<file path="config.mk">
export PLATFORM = sky130hd
export DESIGN_NAME = pipe_ctrl
export DESIGN_NICKNAME = d
export VERILOG_FILES = /design/src/rtl/pipe_ctrl.sv
export SDC_FILE = /design/constraint.sdc
export NUM_CORES = 1
export LEC_CHECK = 0
export BUFFER_PORTS_ARGS = -buffer_cell sky130_fd_sc_hd__buf_2
export CAP_MARGIN = 5
export CORE_MARGIN = 5
export CORE_UTILIZATION = 34
export DETAILED_ROUTE_END_ITERATION = 7
export GPL_TIMING_DRIVEN = 0
export PLACE_DENSITY = 0.84
export SKIP_LAST_GASP = 1
export SLEW_MARGIN = 40
export SYNTH_ARGS = -nofsm -noshare
export SYNTH_HDL_FRONTEND = slang
export SYNTH_SLANG_ARGS = --single-unit
</file>
<file path="constraint.sdc">
create_clock -name clk -period 1.43 [get_ports clk]
set_input_delay 0.143 -clock clk [delete_from_list [all_inputs] [get_ports clk]]
set_output_delay 0.143 -clock clk [all_outputs]
set_load 0.02 [all_outputs]
</file>
<file path="src/rtl/pipe_ctrl.sv">
// Y86-64 five-stage pipeline hazard/sequencing controller (load/use, mispredict, ret, halt).
// Optional PIPE_CTRL_STATS_EN adds saturating stall_cnt/bubble_cnt outputs.
module pipe_ctrl #(
    parameter logic [3:0] RNONE       = 4'hF,
    parameter int         RET_BUBBLES = 3
) (
    input  logic        clk,
    input  logic        rst,
    input  logic [3:0]  D_icode,
    input  logic [3:0]  d_srcA,
    input  logic [3:0]  d_srcB,
    input  logic [3:0]  E_icode,
    input  logic [3:0]  E_dstM,
    input  logic        e_Cnd,
    input  logic [2:0]  m_stat,
    input  logic [2:0]  W_stat,
    output logic        F_stall,
    output logic        D_stall,
    output logic        W_stall,
    output logic        D_bubble,
    output logic        E_bubble,
    output logic        M_bubble,
    output logic        halted
`ifdef PIPE_CTRL_STATS_EN
    ,
    output logic [31:0] stall_cnt,
    output logic [31:0] bubble_cnt
`endif
);

    localparam logic [3:0] I_MRMOVQ = 4'd5;
    localparam logic [3:0] I_JXX    = 4'd7;
    localparam logic [3:0] I_RET    = 4'd9;
    localparam logic [3:0] I_POPQ   = 4'd11;
    localparam logic [2:0] S_AOK    = 3'd1;
    localparam logic [1:0] RET_INIT = 2'(RET_BUBBLES - 1);

    typedef enum logic [1:0] {
        ST_RUN  = 2'd0,
        ST_RET  = 2'd1,
        ST_HALT = 2'd2
    } st_t;

    st_t        st_q, st_d;
    logic [1:0] ret_cnt_q, ret_cnt_d;
    logic       lu, mp, ex;

    assign lu = ((E_icode == I_MRMOVQ) || (E_icode == I_POPQ)) && (E_dstM != RNONE) &&
                ((E_dstM == d_srcA) || (E_dstM == d_srcB));
    assign mp = (E_icode == I_JXX) && !e_Cnd;
    assign ex = (m_stat != S_AOK) || (W_stat != S_AOK);

    always_comb begin
        st_d      = st_q;
        ret_cnt_d = ret_cnt_q;
        F_stall   = 1'b0;
        D_stall   = 1'b0;
        W_stall   = 1'b0;
        D_bubble  = 1'b0;
        E_bubble  = 1'b0;
        M_bubble  = 1'b0;
        halted    = 1'b0;
        case (st_q)
            ST_RUN: begin
                if (ex) begin
                    M_bubble  = 1'b1;
                    W_stall   = (W_stat != S_AOK);
                    st_d      = ST_HALT;
                end else if (mp) begin
                    D_bubble  = 1'b1;
                    E_bubble  = 1'b1;
                end else if (lu) begin
                    F_stall   = 1'b1;
                    D_stall   = 1'b1;
                    E_bubble  = 1'b1;
                end else if (D_icode == I_RET) begin
                    F_stall   = 1'b1;
                    D_bubble  = 1'b1;
                    if (RET_BUBBLES > 1) begin
                        st_d      = ST_RET;
                        ret_cnt_d = RET_INIT;
                    end
                end
            end
            ST_RET: begin
                if (ex) begin
                    M_bubble  = 1'b1;
                    W_stall   = (W_stat != S_AOK);
                    st_d      = ST_HALT;
                    ret_cnt_d = 2'd0;
                end else begin
                    F_stall   = 1'b1;
                    D_bubble  = 1'b1;
                    ret_cnt_d = ret_cnt_q - 2'd1;
                    if (ret_cnt_q == 2'd1) begin
                        st_d = ST_RUN;
                    end
                end
            end
            ST_HALT: begin
                F_stall  = 1'b1;
                D_stall  = 1'b1;
                W_stall  = 1'b1;
                E_bubble = 1'b1;
                M_bubble = 1'b1;
                halted   = 1'b1;
            end
            default: begin
                st_d      = ST_RUN;
                ret_cnt_d = 2'd0;
            end
        endcase
        // Reset flushes the pipe with bubbles regardless of state.
        if (rst) begin
            F_stall  = 1'b0;
            D_stall  = 1'b0;
            W_stall  = 1'b0;
            D_bubble = 1'b1;
            E_bubble = 1'b1;
            M_bubble = 1'b1;
            halted   = 1'b0;
        end
    end

    always_ff @(posedge clk or posedge rst) begin
        if (rst) begin
            st_q      <= ST_RUN;
            ret_cnt_q <= 2'd0;
        end else begin
            st_q      <= st_d;
            ret_cnt_q <= ret_cnt_d;
        end
    end

`ifdef PIPE_CTRL_STATS_EN
    logic [31:0] stall_cnt_q, stall_cnt_d;
    logic [31:0] bubble_cnt_q, bubble_cnt_d;

    always_comb begin
        stall_cnt_d  = stall_cnt_q;
        bubble_cnt_d = bubble_cnt_q;
        if (st_q != ST_HALT) begin
            if (F_stall && (stall_cnt_q != 32'hFFFF_FFFF)) begin
                stall_cnt_d = stall_cnt_q + 32'd1;
            end
            if ((D_bubble || E_bubble) && (bubble_cnt_q != 32'hFFFF_FFFF)) begin
                bubble_cnt_d = bubble_cnt_q + 32'd1;
            end
        end
    end

    always_ff @(posedge clk or posedge rst) begin
        if (rst) begin
            stall_cnt_q  <= 32'd0;
            bubble_cnt_q <= 32'd0;
        end else begin
            stall_cnt_q  <= stall_cnt_d;
            bubble_cnt_q <= bubble_cnt_d;
        end
    end

    assign stall_cnt  = stall_cnt_q;
    assign bubble_cnt = bubble_cnt_q;
`endif

endmodule
</file>
==> run_results.csv, run 1 <==
group,metric,value,unit
sta,fmax,545.6,MHz
logic_synthesis,netlist_top_cells_area,"dfrtp_1 21%, xor2_1 15%, a31oi_1 3.9%",
worst_setup_path,critical_path.startpoint_type,"primary input",
grt,grt_max_degree,11,
detailed_routing,vias,602,
worst_setup_path,reg2reg_to,"ret_cnt_q[1]",
finish,final_nets,134,
status,status,"finished, violations left",
die,rows,13,
die,die_area,2251,um2
placement,dpl_cell_area,688.2,um2
detailed_routing,viasPerCell,5.145,
grt,grt_pass1_vias,615,
placement,place_congestion,0.7447,
die,io_pins,36,
grt,grt_usage,16.17,%
sta,skew,5.189,ps
grt,antenna_found_initial,0,
clock_tree,cts_max_path_buffers,2,
worst_setup_path,worst_ep_arrival_time,1690,ps
clock_tree,clk_latency,240,ps
worst_setup_path,crit_chain,"buf_6, or3b_4, or4b_4, or2_4, o21ai_4, buf_4",
sta,setup_slack,-402.9,ps
logic_synthesis,synth_cell_types,32,
worst_setup_path,r2r-start,"ret_cnt_q[0]",
logic_synthesis,seq_area_frac_synth,21.00,%
detailed_routing,post_drt_wl_per_cell,13.12,um
power,p_leak,0.0003877,uW
worst_hold_path,hp-start,"m_stat[1]",
sta,hold_viol,0,
die,initial_core_util,36.18,%
worst_hold_path,min_delay_path_depth,4,
clock_tree,cts_tree,"built",
clock_tree,root_buffer,"clkbuf_4",
power,powerDensity,472.1,nW/um2
finish,layout_common_cells,"30 x buf_2, 8 x xor2_1, 7 x buf_4",
detailed_routing,drtAntennaViolNets,0,
logic_synthesis,syn_avg_cell_area,8.219,um2
clock_tree,cts_made_buffers,3,
die,die_h,47.45,um
logic_synthesis,synth_area,476.7,um2
sta,maxSlewHeadroom,70.92,%
logic_synthesis,yosysWarnings,0,
detailed_routing,dr.pass1.iters,4,
logic_synthesis,ys_seq_elements,4,
worst_setup_path,r2r_cells,4,
worst_hold_path,hold_path_class,"primary input to flip-flop",
placement,portBuffers,35,
power,total_power,381.6,uW
worst_setup_path,crit_path_top_delay_cell,"or4b_4",
sta,rsz0062_at_grt,"yes",
worst_setup_path,critPathRequiredTime,1290,ps
die,die_w,47.45,um
logic_synthesis,synth_cells,58,
grt,grt_pass1_wl,2566,um
status,violations,"setup timing",
worst_setup_path,crit_type,"primary input to primary output",
worst_setup_path,end_kind,"primary output",
logic_synthesis,synthArstFlopShare,100.0,%
finish,final_area,808.3,um2
logic_synthesis,yosysTopAreaCell,"dfrtp_1",
finish,area_growth,69.55,%
worst_setup_path,slowest_delay,540,ps
die,core-area,1318,um2
logic_synthesis,synth-edff-count,0,
logic_synthesis,syn_nets,88,
logic_synthesis,synth_flop_cell,"dfrtp_1",
grt,overflow,0,
clock_tree,clock_sinks,4,
worst_setup_path,ff2ff_setup_slack,190,ps
worst_setup_path,crit_path_max_fanout,5,
detailed_routing,drt_iter0_drc,6,
logic_synthesis,synth_top_area_share,21.00,%
sta,worst_pin_slew,430.3,ps
sta,finalCritPeriodShare,128.2,%
placement,dp_hpwl,1104,um
sta,finalSetupViolations,6,
sta,period_needed,1833,ps
clock_tree,h-tree-depth,1,
finish,final_common_cell,"buf_2",
worst_hold_path,worstHoldEndpoint,"st_q[0]",
power,peakVddDrop,0.2520,mV
job,cap_violations,0,
detailed_routing,finalWirelength,1535,um
clock_tree,clkSlewWorstSetupHoldPaths,30,ps
detailed_routing,drc,0,
finish,antenna_cells,0,
sta,finalMaxSlewViolations,0,
finish,drive_above_1_share,56.86,%
==> metal layers <==
metal	vias to the layer above	GRT usage (%)	routed length, um
li1	303	-	-
met1	271	17.79	595
met2	26	29.14	808
met3	2	3.759	112
met4	0	7.182	18
met5	-	0	0
==> registers in the layout (all words and copies together) (netlist names) <==
register and count:
ret_cnt_q 2, st_q 2
==> Yosys cell counts (all sizes together), types with 2 or more instances <==
cell and n:
a21oi 3, a31oi 3, clkbuf 2, dfrtp 4
inv 4, nand2 2, nor2 5, nor3 3
nor4 3, o21ai 2, o22ai 2, or2 3
xor2 8
==> worst max path at each step <==
stage	from	cells after the start	endpoint	slack [ps]
floorplan	W_stat[1]	3	E_bubble	-420
global placement	E_dstM[1]	7	D_bubble	-440
detailed placement	E_dstM[1]	7	D_bubble	-470
CTS	W_stat[1]	6	D_bubble	-430
global route	W_stat[1]	5	E_bubble	-450
finish	W_stat[1]	6	D_bubble	-400
==> layout make-up <==
class	count	area [um2]
Tap cell	15	18.77
Timing Repair Buffer	42	257.7
Clock buffer	3	22.52
Fill cell	129	509.2
Inverter	4	15.01
Buffer	1	13.76
Multi-Input combinational cell	48	379.1
Sequential cell	4	101.3
==> through the flow <==
| stage | setup slack (ps) | hold WS, ps | instances | utilization (%) | TNS (ps) |
|---|---|---|---|---|---|
| after floorplan | -421.8 | -46.60 | 58 | - | -1398 |
| after global placement | -443.5 | 132.9 | 108 | 52.23 | -2613 |
| after detailed placement | -470.9 | 148.6 | 108 | 52.23 | -2745 |
| after CTS | -427.8 | 352.4 | 118 | 60.49 | -2240 |
| after global routing | -452.1 | 364.3 | 117 | 61.35 | -2270 |
| final | -402.9 | 364.1 | 117 | 61.35 | -2008 |
==> where the power goes <==
group          leakage, uW  switching, uW  total (uW)  internal [uW]
Clock            0.0000138           45.9         140           93.9
Combinational     0.000330           61.2         128           66.8
Sequential       0.0000438       0.000207         114            114
Total             0.000388            107         382            274
==> worst max-delay path: cells and delay by family <==
family / cells / cell delay, ps
buffers and inverters: 2 / 240
AOI/OAI and AO/OA: 1 / 110
and+or+nand+nor: 3 / 1200
==> what timing repair did <==
action,4_1_cts,5_1_grt
setup endpoints to repair,8,8
endpoints found under the hold margin,4,0
pin swaps,2,2
buffers inserted,7,4
hold buffers,1,0
gates resized for setup,8,6
==> logic make-up (layout without fill, tap and decap cells) <==
family / after synthesis / after routing / synth area share, %
compound gates: 15 / 15 / 22.83
xor+xnor: 8 / 8 / 14.70
fa+ha+maj: 1 / 1 / 2.624
buf+inv: 6 / 50 / 6.822
flops: 4 / 4 / 21.00
simple gates: 24 / 24 / 32.02
Power figures use the tool's default switching activity.
==> run 2, diff against run 1 <==
--- a/config.mk
+++ b/config.mk
@@ -9,6 +9,7 @@
 export CAP_MARGIN = 5
 export CORE_MARGIN = 5
 export CORE_UTILIZATION = 34
+export CTS_BUF_LIST = sky130_fd_sc_hd__clkbuf_16
 export DETAILED_ROUTE_END_ITERATION = 7
 export GPL_TIMING_DRIVEN = 0
 export PLACE_DENSITY = 0.84
==> run 2 against run 1 <==
The flow still finishes with violations (setup timing). Final cell count is 0.85% lower. Die area unchanged. Highest routed layer is now met3. Wire length is 0.65% lower.
==> run_results.csv, run 2 (synthesized netlist as in run 1, its figures left out) <==
group,metric,value,unit
status,status,"finished, violations left",
status,violations,"setup timing",
grt,grt_pass1_wl,2532,um
power,internal_power,537.2,uW
power,powerDensity,785.6,nW/um2
sta,hold_slack,369.6,ps
die,core-area,1318,um2
power,clkPwrFrac,64.0,%
sta,setup_slack,-397.5,ps
worst_setup_path,end_kind,"primary output",
finish,largestRegisters,"ret_cnt_q x2, st_q x2",
worst_setup_path,crit_path_max_fanout,5,
die,rows,13,
placement,portBuffers,35,
detailed_routing,vias,590,
sta,finalSetupViolations,6,
placement,dp_hpwl,1104,um
detailed_routing,drc,0,
sta,finalMaxSlewViolations,0,
detailed_routing,finalWirelength,1525,um
finish,antenna_cells,0,
worst_hold_path,min_delay_path_depth,4,
sta,rsz0062_at_grt,"yes",
power,switching_power,133.1,uW
grt,grt_max_degree,11,
finish,final_nets,133,
sta,maxSlewHeadroom,70.82,%
job,cap_violations,0,
die,initial_core_util,36.18,%
sta,worst_pin_slew,431.8,ps
worst_hold_path,hold_path_class,"primary input to flip-flop",
power,p_leak,0.0004059,uW
grt,grt_usage,15.70,%
finish,layout_common_cells,"30 x buf_2, 8 x xor2_1, 5 x buf_6, 5 x buf_4",
grt,overflow,0,
detailed_routing,drt_iter0_drc,7,
power,swShare,19.86,%
sta,fmax,547.2,MHz
detailed_routing,post_drt_wl_per_cell,13.15,um
worst_setup_path,critPathRequiredTime,1290,ps
finish,area_growth,79.00,%
worst_setup_path,critical_path.startpoint_type,"primary input",
finish,final_common_cell,"buf_2",
power,p_seq_share,17.0,%
worst_setup_path,crit_type,"primary input to primary output",
grt,antenna_found_initial,0,
finish,drive_above_1_share,55.45,%
clock_tree,root_buffer,"clkbuf_16",
detailed_routing,dr.pass1.iters,4,
finish,final_cells,116,
die,die_area,2251,um2
grt,grt_pass1_vias,609,
detailed_routing,drtAntennaViolNets,0,
clock_tree,clkSlewWorstSetupHoldPaths,30,ps
finish,post-route-util,64.77,%
sta,fin_setup_tns,-1943,ps
sta,hold_viol,0,
detailed_routing,viasPerCell,5.086,
power,peakVddDrop,0.4433,mV
clock_tree,cts_max_path_buffers,2,
clock_tree,clock_sinks,4,
placement,placedCellCount,108,
sta,skew,1.018,ps
die,die_h,47.45,um
die,io_pins,36,
die,die_w,47.45,um
clock_tree,h-tree-depth,1,
sta,period_needed,1827,ps
clock_tree,cts_tree,"built",
power,p_comb_share,18.9,%
placement,place_congestion,0.7447,
power,total_power,670.4,uW
sta,finalCritPeriodShare,127.8,%
worst_setup_path,worst_ep_arrival_time,1680,ps
clock_tree,clk_latency,220,ps
worst_setup_path,r2r_cells,4,
clock_tree,cts_made_buffers,3,
run 2: routing by layer:
metal  global-route usage [%]  share of wire [%]  vias up
met2                    29.14                 53       24
met3                    3.759                8.1        0
met1                    17.75                 39      266
met5                        0                  0        -
met4                    3.867                  0        0
li1                         -                  -      300
run 2: final timing paths:
check	from	endpoint	slack [ps]
setup reg to reg	ret_cnt_q[0]	ret_cnt_q[1]	220
hold reg to reg	ret_cnt_q[1]	ret_cnt_q[1]	550
setup / recovery	W_stat[1]	D_bubble	-400
min in group asynchronous	rst	st_q[1]	550
hold / removal	m_stat[1]	st_q[0]	370
max in group asynchronous	rst	st_q[0]	690
run 2: critical path, cell delays in order:
cell and delay [ps]:
buf_6 90, or3b_4 380, or4b_4 540, or2_4 270
o21ai_4 110, buf_4 150
run 2: cell type report:
class	count	area (um2)
well taps	15	18.77
fillers	119	464.2
flip-flops and latches	4	101.3
repair buffers	41	254.0
clock buffers	3	75.07
plain buffers	1	13.76
inverters	4	15.01
multi-input cells	48	375.4
run 2: repair_timing:
item	CTS	global route
buffers inserted	7	3
hold buffers	1	0
setup endpoints to repair	8	9
endpoints found under the hold margin	4	0
pin swaps	2	3
resized for setup	7	7
run 2: power groups by stage:
stage	registers, uW	clock network, uW	logic (uW)
4_1_cts	114	435	119
6_report	114	429	127
5_1_grt	114	446	140
2_1_floorplan	115	0	50.8
3_5_place_dp	115	0	109
3_3_place_gp	115	0	106
run 2: metrics by stage:
stage / setup slack, ps / instance area (um2)
after floorplan: -421.8 / 494.2
after global placement: -443.5 / 688.2
after detailed placement: -470.9 / 688.2
after CTS: -427.8 / 848.3
after global routing: -452.1 / 853.3
final: -397.5 / 853.3
